===== config.mk =====
export PLATFORM = sky130hd
export DESIGN_NAME = dc_offset_loop
export DESIGN_NICKNAME = d
export VERILOG_FILES = /design/src/rtl/dc_offset_loop.sv
export SDC_FILE = /design/constraint.sdc
export NUM_CORES = 1
export LEC_CHECK = 0
export ABC_AREA = 0
export BUFFER_PORTS_ARGS = -buffer_cell sky130_fd_sc_hd__buf_2
export CAP_MARGIN = 20
export CORE_ASPECT_RATIO = 0.7
export CORE_MARGIN = 4
export CORE_UTILIZATION = 45
export CTS_BUF_LIST = sky130_fd_sc_hd__clkbuf_2 sky130_fd_sc_hd__clkbuf_4 sky130_fd_sc_hd__clkbuf_8
export DETAILED_ROUTE_END_ITERATION = 6
export GPL_TIMING_DRIVEN = 1
export PLACE_DENSITY = 0.67
export SYNTH_ARGS = -nofsm -noshare
export SYNTH_HDL_FRONTEND = slang
export SYNTH_SLANG_ARGS = --single-unit

===== constraint.sdc =====
create_clock -name clk -period 3.69 [get_ports clk]
set_input_delay 0.369 -clock clk [delete_from_list [all_inputs] [get_ports clk]]
set_output_delay 0.369 -clock clk [all_outputs]
set_load 0.01 [all_outputs]

===== src/rtl/dc_offset_loop.sv =====
// DC-offset correction loop: measures the DC error accumulator over fixed windows,
// integrates each window's mean into dc_offset and removes that offset from the sample stream.
module dc_offset_loop #(
  parameter int WIN_LOG2   = 21,
  parameter int GAIN_SHIFT = 2
) (
  input  logic               clk,
  input  logic               reset,
  input  logic               clk_en,
  input  logic signed [17:0] sample_in,
  input  logic signed [38:0] acc_dc_err,
  input  logic               freeze,
  output logic signed [17:0] sample_out,
  output logic signed [17:0] dc_offset,
  output logic               acc_clear,
  output logic               update_strobe
);
  localparam int DATA_W = 18;
  localparam int ACC_W  = 39;

  localparam logic signed [DATA_W-1:0] DATA_MAX = {1'b0, {(DATA_W-1){1'b1}}};
  localparam logic signed [DATA_W-1:0] DATA_MIN = {1'b1, {(DATA_W-1){1'b0}}};
  localparam logic signed [ACC_W-1:0]  ACC_HI   = {{(ACC_W-DATA_W+1){1'b0}}, {(DATA_W-1){1'b1}}};
  localparam logic signed [ACC_W-1:0]  ACC_LO   = {{(ACC_W-DATA_W+1){1'b1}}, {(DATA_W-1){1'b0}}};

  typedef enum logic [1:0] {RUN, SETTLE, UPDATE, CLEAR} state_t;

  state_t                   state, state_nxt;
  logic [WIN_LOG2-1:0]      win_cnt;
  logic signed [ACC_W-1:0]  acc_lat;
  logic signed [DATA_W-1:0] sample_p1;
  logic signed [ACC_W-1:0]  mean_full;
  logic signed [DATA_W-1:0] mean;
  logic signed [DATA_W-1:0] step;
  logic signed [DATA_W:0]   upd_sum;
  logic signed [DATA_W:0]   corr_diff;

  function automatic logic signed [DATA_W-1:0] sat_mean(input logic signed [ACC_W-1:0] v);
    if (v > ACC_HI)
      return DATA_MAX;
    else if (v < ACC_LO)
      return DATA_MIN;
    else
      return v[DATA_W-1:0];
  endfunction

  // One guard bit: sign disagreement with the next bit means the 18-bit range overflowed.
  function automatic logic signed [DATA_W-1:0] sat_wide(input logic signed [DATA_W:0] v);
    if (v[DATA_W] != v[DATA_W-1])
      return v[DATA_W] ? DATA_MIN : DATA_MAX;
    else
      return v[DATA_W-1:0];
  endfunction

  always_comb begin
    mean_full = acc_lat >>> WIN_LOG2;
    mean      = sat_mean(mean_full);
    step      = mean >>> GAIN_SHIFT;
    upd_sum   = {dc_offset[DATA_W-1], dc_offset} + {step[DATA_W-1], step};
    corr_diff = {sample_in[DATA_W-1], sample_in} - {dc_offset[DATA_W-1], dc_offset};
  end

  always_ff @(posedge clk) begin
    if (reset)
      state <= RUN;
    else
      state <= state_nxt;
  end

  always_comb begin
    state_nxt = state;
    case (state)
      RUN:     if (clk_en && (&win_cnt)) state_nxt = SETTLE;
      SETTLE:  if (clk_en) state_nxt = UPDATE;
      UPDATE:  state_nxt = CLEAR;
      CLEAR:   state_nxt = RUN;
      default: state_nxt = RUN;
    endcase
  end

  // Window control and offset integrator
  always_ff @(posedge clk) begin
    if (reset) begin
      win_cnt       <= '0;
      acc_lat       <= '0;
      dc_offset     <= '0;
      acc_clear     <= 1'b0;
      update_strobe <= 1'b0;
    end else begin
      acc_clear     <= (state == CLEAR);
      update_strobe <= (state == UPDATE) && !freeze;
      if (state == RUN && clk_en)
        win_cnt <= win_cnt + {{(WIN_LOG2-1){1'b0}}, 1'b1};
      else if (state == CLEAR)
        win_cnt <= '0;
      if (state == SETTLE && clk_en)
        acc_lat <= acc_dc_err;
      if (state == UPDATE && !freeze)
        dc_offset <= sat_wide(upd_sum);
    end
  end

  // Correction stage p1: one enabled cycle of latency
  always_ff @(posedge clk) begin
    if (reset)
      sample_p1 <= '0;
    else if (clk_en)
      sample_p1 <= sat_wide(corr_diff);
  end

  assign sample_out = sample_p1;
endmodule


==> flow_summary.yaml, run 1 <==
clock_network:
  clk_pin_slew_worst_paths_ps: 80
  cts_buffer_depth: 2
  clkSinkCount: 77
  ctsResizeCount: 0
  postCtsSetupRepairBufs: 0
  h-tree-depth: 3
  cts-buffers-inserted: 9
  clock_latency_ps: 350
  tritoncts: "yes"
  ctsHoldBuffers: 0
  clock-root-buffer: "clkbuf_8"
yosys:
  synth_top_area_cell: "dfxtp_1"
  synth_seq_cells: 77
  async_reset_ff_share_pct: 0
  synth_top_area_share_pct: 28.9
  ys_top_cells_by_area: "dfxtp_1 29%, ha_1 9.8%, a21oi_1 5.7%"
  syn_inst: 692
  synth_cell_types: 65
  syn_nets: 797
  avgSynthCellArea_um2: 7.72
  synth_edf_count: 0
  ys_seq_area_share_pct: 28.9
  synth_area_um2: 5340
  yosys_most_used_dff: "dfxtp_1"
  yosys_warnings: 0
sta:
  setup_violations: 0
  period_minus_slack_ps: 3000
  fmax_ghz: 0.334
  tightest_slew_ps: 951
  finClkSkew_ps: 9.02
  hold_viol: 0
  whs_ps: 247
  drv_slew: 0
  period_share_pct: 81.2
  setup-tns-final_ps: 0
  rsz0062_at_grt: "no"
  slew-limit-headroom_pct: 36.6
global_route:
  grt_usage_pct: 19.5
  grt_pass1_vias: 4640
  grt_pass1_wl_um: 22500
  overflow: 0
  grt_antenna_before_repair: 0
  grt_start_max_net_pins: 42
layout:
  n_fill_cell: 1146
  multi_input_area_um2: 3460
  fin_cells: 894
  final_common_cell: "nor2_1"
  register_area_um2: 1540
  final_area_um2: 5980
  n_antenna_cell: 0
  areaGrowthSynthToFinish_pct: 11.9
  final_layout_size_suffix_gt1_share_pct: 16.7
  final_cell_mix: "78 x nor2_1, 77 x dfxtp_1, 76 x nand2_1"
  fin_nets: 841
detailed_routing:
  ant_nets: 0
  wirelength_um: 13400
  drcViolationCount: 0
  drt_iter0_drc: 241
  vias: 5042
  routed_via_density: 5.64
  first_pass_iters: 5
  wl_per_cell_um: 15.0
critical_path:
  worstPathCellList: "inv_1 > ha_1 > nor2b_1 > o31a_1 > o31ai_1 > a21oi_1 > a31oi_1 > xor2_1 > maj3_2 > a211oi_2"
  critPathCaptureType: "flop"
  cp.arrival_ps: 3270
  crit_required_ps: 3960
  cp_top_family: "compound AO/OA/AOI/OAI gates"
  critical_path_class: "flop to flop"
  cp-start-kind: "flop"
  cp_max_fo: 5
  cp_num_buf_inv: 1
  critPathSlowestCell: "dfxtp_1"
  slowest_delay_ps: 450
die:
  initial_core_util_pct: 47.3
  core-area_um2: 11300
  dieHeight_um: 99.2
  dieArea_um2: 13700
  die_w_um: 138
  num_io_pins: 99
  rows: 32
placed_design:
  dp_hpwl_um: 10200
  placed_cell_area_um2: 5750
  numPortBuffers: 75
  place_inst: 878
  gp_congestion: 0.865
power_and_ir_drop:
  power.density_nw_per_um2: 516
  vdd_drop_max_mv: 0.245
  p_total_uw: 3080
  leakage_uw: 0.00243
min_path:
  hp-class: "input port to flop"
run_status:
  status: "complete, no violations"
job:
  max_cap_viol_count: 0
per-stage QoR:
step | worst slack [ps] | utilization, %
after global routing | 430 | 52.9
after detailed placement | 721 | 51.0
final | 695 | 52.9
after global placement | 762 | 51.0
after floorplan | 991 | -
after CTS | 738 | 52.9
metal layers:
| layer | vias up | global-route usage (%) | share of wire, % |
|---|---|---|---|
| met4 | 0 | 4.10 | 0.74 |
| met5 | - | 0 | 0 |
| met2 | 107 | 31.9 | 45 |
| met1 | 2357 | 26.5 | 50 |
| met3 | 9 | 4.32 | 4.7 |
| li1 | 2569 | - | - |
report_power, final:
group	leakage (uW)	internal, uW	switching, uW
registers	0.000627	932	76.5
clock network	0.000112	398	331
logic	0.00169	535	811
worst min-delay path, cell delays in order:
cell and delay [ps]:
buf_2 90, nand2_1 50, a21oi_1 50
sequential cells by signal, summed over array words and instances, names as in the netlist:
| name | count |
|---|---|
| acc_lat | 16 |
| acc_clear | 1 |
| state | 2 |
| dc_offset | 18 |
| win_cnt | 21 |
| sample_out | 18 |
| update_strobe | 1 |
path summary, 6_finish.rpt:
check | startpoint | endpoint | slack, ps | cells past startpoint
worst min-delay path | acc_dc_err[37] | acc_lat[37] | 250 | 3
worst min register to register | acc_lat[25] | acc_lat[25] | 470 | 2
worst max-delay path | dc_offset[1] | sample_out[13] | 690 | 10
worst max register to register | dc_offset[1] | sample_out[13] | 690 | 10
synth_stat cells (all sizes together), types with 3 or more instances:
master,instances
xor2,8
a21o,9
o31ai,6
and4,3
nand2,76
nand4,7
nor3,16
o22ai,3
a22oi,7
nor4,4
a311oi,4
inv,36
clkbuf,41
nand3,18
o21a,10
nor2b,7
nor3b,3
nor2,78
a221oi,6
ha,42
and2,4
a31oi,10
xnor2,15
mux2,4
o211a,3
nand2b,5
a211oi,30
or3,4
maj3,17
a21oi,62
dfxtp,77
and3,6
buf,8
o21ai,38
kinds of logic after synthesis:
kind of cell	count (synthesis)	synth area share, %
xor+xnor	23	3.91
simple gates	236	20.4
buf+inv	85	6.42
mux	5	1.03
flops	77	28.9
compound gates	205	25.5
fa+ha+maj	61	13.9
final cells by class:
| cell class | instances | area share, % |
|---|---|---|
| inverters | 36 | 2.26 |
| repair buffers | 82 | 7.16 |
| flip-flops and latches | 77 | 25.8 |
| clock inverters | 6 | 1.44 |
| multi-input cells | 530 | 57.8 |
| well taps | 153 | 3.20 |
| clock buffers | 10 | 2.30 |
Note: power is estimated with default switching activity, not from simulation.
==> run 2, diff against run 1 <==
clock period = 3 ns   (was 3.69 ns; I/O delays follow)
==> run 2 against run 1 <==
Clock power increased by 21%. Final cell count increased by 1.3%. Flip-flop and latch count unchanged. Non-clock buffer count increased by 12. Largest cell class unchanged. Highest routed layer unchanged.
==> flow_summary.yaml, run 2 (synthesis results as in run 1) <==
run_status:
  status: "complete, no violations"
sta:
  fmax_ghz: 0.350
  hold_viol: 0
  setup_violations: 0
  finClkSkew_ps: 10.4
  setup-tns-final_ps: 0
  tightest_slew_ps: 865
  period_share_pct: 95.1
  drv_slew: 0
  slew-limit-headroom_pct: 42.2
  rsz0062_at_grt: "no"
  period_minus_slack_ps: 2850
global_route:
  grt_start_max_net_pins: 52
  grt_usage_pct: 19.6
  grt_antenna_before_repair: 0
  grt_pass1_vias: 4665
  grt_pass1_wl_um: 22600
  overflow: 0
power_and_ir_drop:
  switching_share_pct: 39.6
  p_int_uw: 2350
  p_total_uw: 3890
  vdd_drop_max_mv: 0.261
  p_seq_share_pct: 31.7
  power.net_switching_uw: 1540
  leakage_uw: 0.00249
  power.density_nw_per_um2: 630
  power_frac_clock_pct: 22.7
  p_comb_share_pct: 45.5
placed_design:
  placed_cell_area_um2: 5880
  numPortBuffers: 75
  gp_congestion: 0.894
  dp_hpwl_um: 10500
clock_network:
  ctsHoldBuffers: 0
  clock_latency_ps: 370
  tritoncts: "yes"
  cts-buffers-inserted: 9
  cts_buffer_depth: 2
  clkSinkCount: 77
  ctsResizeCount: 0
  h-tree-depth: 3
  clk_pin_slew_worst_paths_ps: 80
  clock-root-buffer: "clkbuf_8"
  postCtsSetupRepairBufs: 0
layout:
  largest_reg_flops: 21
  n_fill_cell: 1083
  final_layout_size_suffix_gt1_share_pct: 19.3
  final_cell_mix: "78 x nor2_1, 77 x dfxtp_1, 76 x nand2_1"
  final_common_cell: "nor2_1"
  areaGrowthSynthToFinish_pct: 15.5
  n_antenna_cell: 0
  postLayoutCoreUtil_pct: 54.7
  multi_input_area_um2: 3530
  final_area_um2: 6170
  largest_register: "win_cnt"
  fin_nets: 853
  register_area_um2: 1540
detailed_routing:
  wl_per_cell_um: 15.2
  drt_iter0_drc: 259
  drcViolationCount: 0
  wirelength_um: 13800
  routed_via_density: 5.57
  ant_nets: 0
  vias: 5044
  first_pass_iters: 5
die:
  die_w_um: 138
  dieHeight_um: 99.2
  dieArea_um2: 13700
  num_io_pins: 99
  initial_core_util_pct: 47.3
  rows: 32
  core-area_um2: 11300
critical_path:
  cp.arrival_ps: 3090
  r2r_cells: 11
  r2r-end: "sample_out[14]"
  critical_path_class: "flop to flop"
  cp-start-kind: "flop"
  timing.rr.start: "dc_offset[0]"
  cp-endpoint: "sample_out[14]"
  cp_max_fo: 4
  crit_required_ps: 3240
  crit_start: "dc_offset[0]"
  ff2ff_setup_slack_ps: 150
  critPathCaptureType: "flop"
job:
  max_cap_viol_count: 0
min_path:
  hp-class: "input port to flop"
==> run 2: cell count changes in the layout (fill, tap and decap cells not counted), moves of 2 or more <==
cell / previous run / this run
buf_4: 7 / 16
a211oi_1: 26 / 24
clkinvlp_4: 1 / 3
a211oi_2: 4 / 6
buf_12: 0 / 3
==> run 2: worst min path at each step <==
stage | startpoint | end | slack, ps | cells after the start
6_report | acc_dc_err[23] | acc_lat[23] | 170 | 3
3_3_place_gp | acc_lat[25] | acc_lat[25] | 450 | 2
2_1_floorplan | acc_lat[23] | acc_lat[23] | 440 | 2
4_1_cts | acc_dc_err[23] | acc_lat[23] | 150 | 3
3_5_place_dp | acc_lat[33] | acc_lat[33] | 460 | 2
5_1_grt | acc_dc_err[32] | acc_lat[32] | 160 | 3
==> run 2: power groups by stage <==
stage                     clock network [uW]  registers, uW  logic (uW)
after CTS                                903           1230        1730
after floorplan                            0           1280        1260
after global routing                     952           1250        1960
after global placement                     0           1250        1670
after detailed placement                   0           1260        1720
final                                    884           1230        1770
==> run 2: critical path, stage by stage, from the launching register on <==
cell and delay, ps:
dfxtp_1 360, ha_1 220, fa_1 410, nor2b_1 160, o31ai_1 130, a21oi_1 190, o21ai_0 100, buf_4 170
a21o_1 210, a311oi_1 420, maj3_2 300, a211oi_2 60
==> run 2: routing by layer <==
metal | vias to the layer above | global-route usage [%] | share of wire [%]
li1 | 2592 | - | -
met1 | 2306 | 26.9 | 49
met2 | 137 | 31.8 | 45
met3 | 9 | 4.42 | 5.7
met4 | 0 | 4.33 | 0.74
met5 | - | 0 | 0
==> run 2: layout make-up <==
class | count | area share (%)
Multi-Input combinational cell | 530 | 57.2
Sequential cell | 77 | 25.0
Timing Repair Buffer | 94 | 9.00
Tap cell | 153 | 3.10
Inverter | 36 | 2.19
Clock buffer | 10 | 2.13
Clock inverter | 6 | 1.42
==> run 2: per-stage QoR <==
stage / hold slack (ps) / std cells / worst slack, ps
after floorplan: 435 / 692 / 301
after global placement: 450 / 890 / 187
after detailed placement: 456 / 890 / 116
after CTS: 154 / 906 / 112
after global routing: 157 / 906 / 7.16
final: 169 / 906 / 147
==> run 3, diff against run 2 <==
CORE_ASPECT_RATIO = 1.75   (was 0.7)
==> run 3 against run 2 <==
Die area increased by 0.29%. Global-route usage decreased by 0.15 points. First-iteration DRC count decreased by 36%. Worst hold slack improved by 2.5 ps. Routed wire length decreased by 2.5%. Register-to-register slack improved by 40 ps. Total power increased by 0.27%. Final cell count decreased by 1.9%. Worst setup slack improved by 39 ps. Largest cell class unchanged. Largest power group unchanged.
==> flow_summary.yaml, run 3 (synthesis results as in run 1) <==
run_status:
  status: "complete, no violations"
clock_network:
  clock-root-buffer: "clkbuf_8"
  clock_latency_ps: 360
  cts_buffer_depth: 2
  h-tree-depth: 3
  cts-buffers-inserted: 9
  ctsHoldBuffers: 0
  tritoncts: "yes"
  clkSinkCount: 77
  clk_pin_slew_worst_paths_ps: 80
sta:
  setup_violations: 0
  period_minus_slack_ps: 2810
  fmax_ghz: 0.355
  tightest_slew_ps: 691
  hold_viol: 0
  period_share_pct: 93.8
  drv_slew: 0
  slew-limit-headroom_pct: 53.9
  finClkSkew_ps: 11.9
  setup-tns-final_ps: 0
global_route:
  grt_pass1_vias: 4846
  grt_start_max_net_pins: 40
  overflow: 0
  grt_usage_pct: 19.5
  grt_antenna_before_repair: 0
  grt_pass1_wl_um: 22400
power_and_ir_drop:
  p_int_uw: 2390
  p_seq_share_pct: 31.8
  switching_share_pct: 38.6
  vdd_drop_max_mv: 0.294
  p_comb_share_pct: 44.5
  power.density_nw_per_um2: 632
  power_frac_clock_pct: 23.7
  power.net_switching_uw: 1510
  leakage_uw: 0.00251
critical_path:
  cp.arrival_ps: 3080
  cp_max_fo: 4
  worstPathCellList: "ha_1 > nand4_1 > nor4_1 > nand3_1 > or4_1 > o21ai_0 > a21oi_1 > a211oi_1"
  critPathSlowestCell: "or4_1"
  cp-start-kind: "flop"
  crit_required_ps: 3270
  slowest_delay_ps: 620
  critPathCaptureType: "flop"
  critical_path_class: "flop to flop"
detailed_routing:
  routed_via_density: 5.72
  ant_nets: 0
  wirelength_um: 13400
  drt_iter0_drc: 165
  drcViolationCount: 0
  vias: 5084
  first_pass_iters: 4
  wl_per_cell_um: 15.1
die:
  dieHeight_um: 152
  rows: 52
  initial_core_util_pct: 46.1
  die_w_um: 90.4
  dieArea_um2: 13700
  core-area_um2: 11600
  num_io_pins: 99
layout:
  fin_cells: 889
  n_antenna_cell: 0
  final_common_cell: "nor2_1"
  largest_register: "win_cnt"
  largest_reg_flops: 21
  n_fill_cell: 1115
  fin_nets: 854
  final_cell_mix: "78 x nor2_1, 76 x nand2_1, 75 x buf_2"
  areaGrowthSynthToFinish_pct: 15.5
  final_layout_size_suffix_gt1_share_pct: 19.9
job:
  max_cap_viol_count: 0
min_path:
  hp-class: "input port to flop"
placed_design:
  numPortBuffers: 75
  place_inst: 870
  dp_hpwl_um: 10300
  gp_congestion: 0.850
[run 3: cell count changes in the layout (fill, tap and decap cells not counted), sizes merged]
cell and change:
clkinv +1, clkbuf +2, buf +1, clkinvlp -3
[run 3: path summary, 6_finish.rpt]
| check | cells after the start | to | slack [ps] | startpoint |
|---|---|---|---|---|
| setup / recovery | 8 | state[0] | 190 | win_cnt[0] |
| hold / removal | 3 | acc_lat[31] | 170 | acc_dc_err[31] |
| setup reg to reg | 8 | state[0] | 190 | win_cnt[0] |
| hold reg to reg | 2 | acc_lat[31] | 460 | acc_lat[31] |
[run 3: final cells by class]
| cell class | count | area, um^2 | area share [%] |
|---|---|---|---|
| Clock inverter | 4 | 70.1 | 1.14 |
| Tap cell | 135 | 169 | 2.74 |
| Sequential cell | 77 | 1550 | 25.1 |
| Inverter | 36 | 135 | 2.19 |
| Timing Repair Buffer | 95 | 538 | 8.72 |
| Clock buffer | 12 | 159 | 2.58 |
| Multi-Input combinational cell | 530 | 3550 | 57.6 |
[run 3: stage by stage]
| stage | worst slack [ps] | utilization, % | total power, uW | area (um^2) | hold WS, ps |
|---|---|---|---|---|---|
| floorplan | 301 | - | 2540 | 5340 | 435 |
| global placement | 188 | 50.1 | 2850 | 5810 | 447 |
| detailed placement | 93.3 | 50.1 | 2910 | 5810 | 452 |
| CTS | 68.4 | 52.1 | 3840 | 6040 | 153 |
| global route | -11.9 | 53.3 | 4190 | 6170 | 158 |
| finish | 185 | 53.3 | 3900 | 6170 | 172 |
[run 3: layer usage]
metal | vias to the layer above | track usage (%) | share of wire (%)
li1 | 2586 | - | -
met1 | 2342 | 22.4 | 42
met2 | 126 | 34.8 | 51
met3 | 30 | 3.66 | 4.4
met4 | 0 | 8.33 | 2.7
met5 | - | 0 | 0
[run 3: repair_timing]
item | CTS | global route
endpoints found under the setup margin | 0 | 25
gates resized for setup | 0 | 19
setup buffers | 0 | 3
[run 3: worst max-delay path: cells and delay by family (launching register included)]
kind / cells / cell delay [ps]
and+or+nand+nor: 4 / 1440
DFF: 1 / 390
adders and majority gates: 1 / 250
AOI/OAI and AO/OA: 3 / 650
[run 3: power by group through the flow]
stage,combinational (uW),clock [uW],sequential (uW)
after floorplan,1260,0,1280
after global placement,1600,0,1250
after detailed placement,1650,0,1260
after CTS,1660,946,1240
after global routing,1940,995,1250
final,1730,925,1240
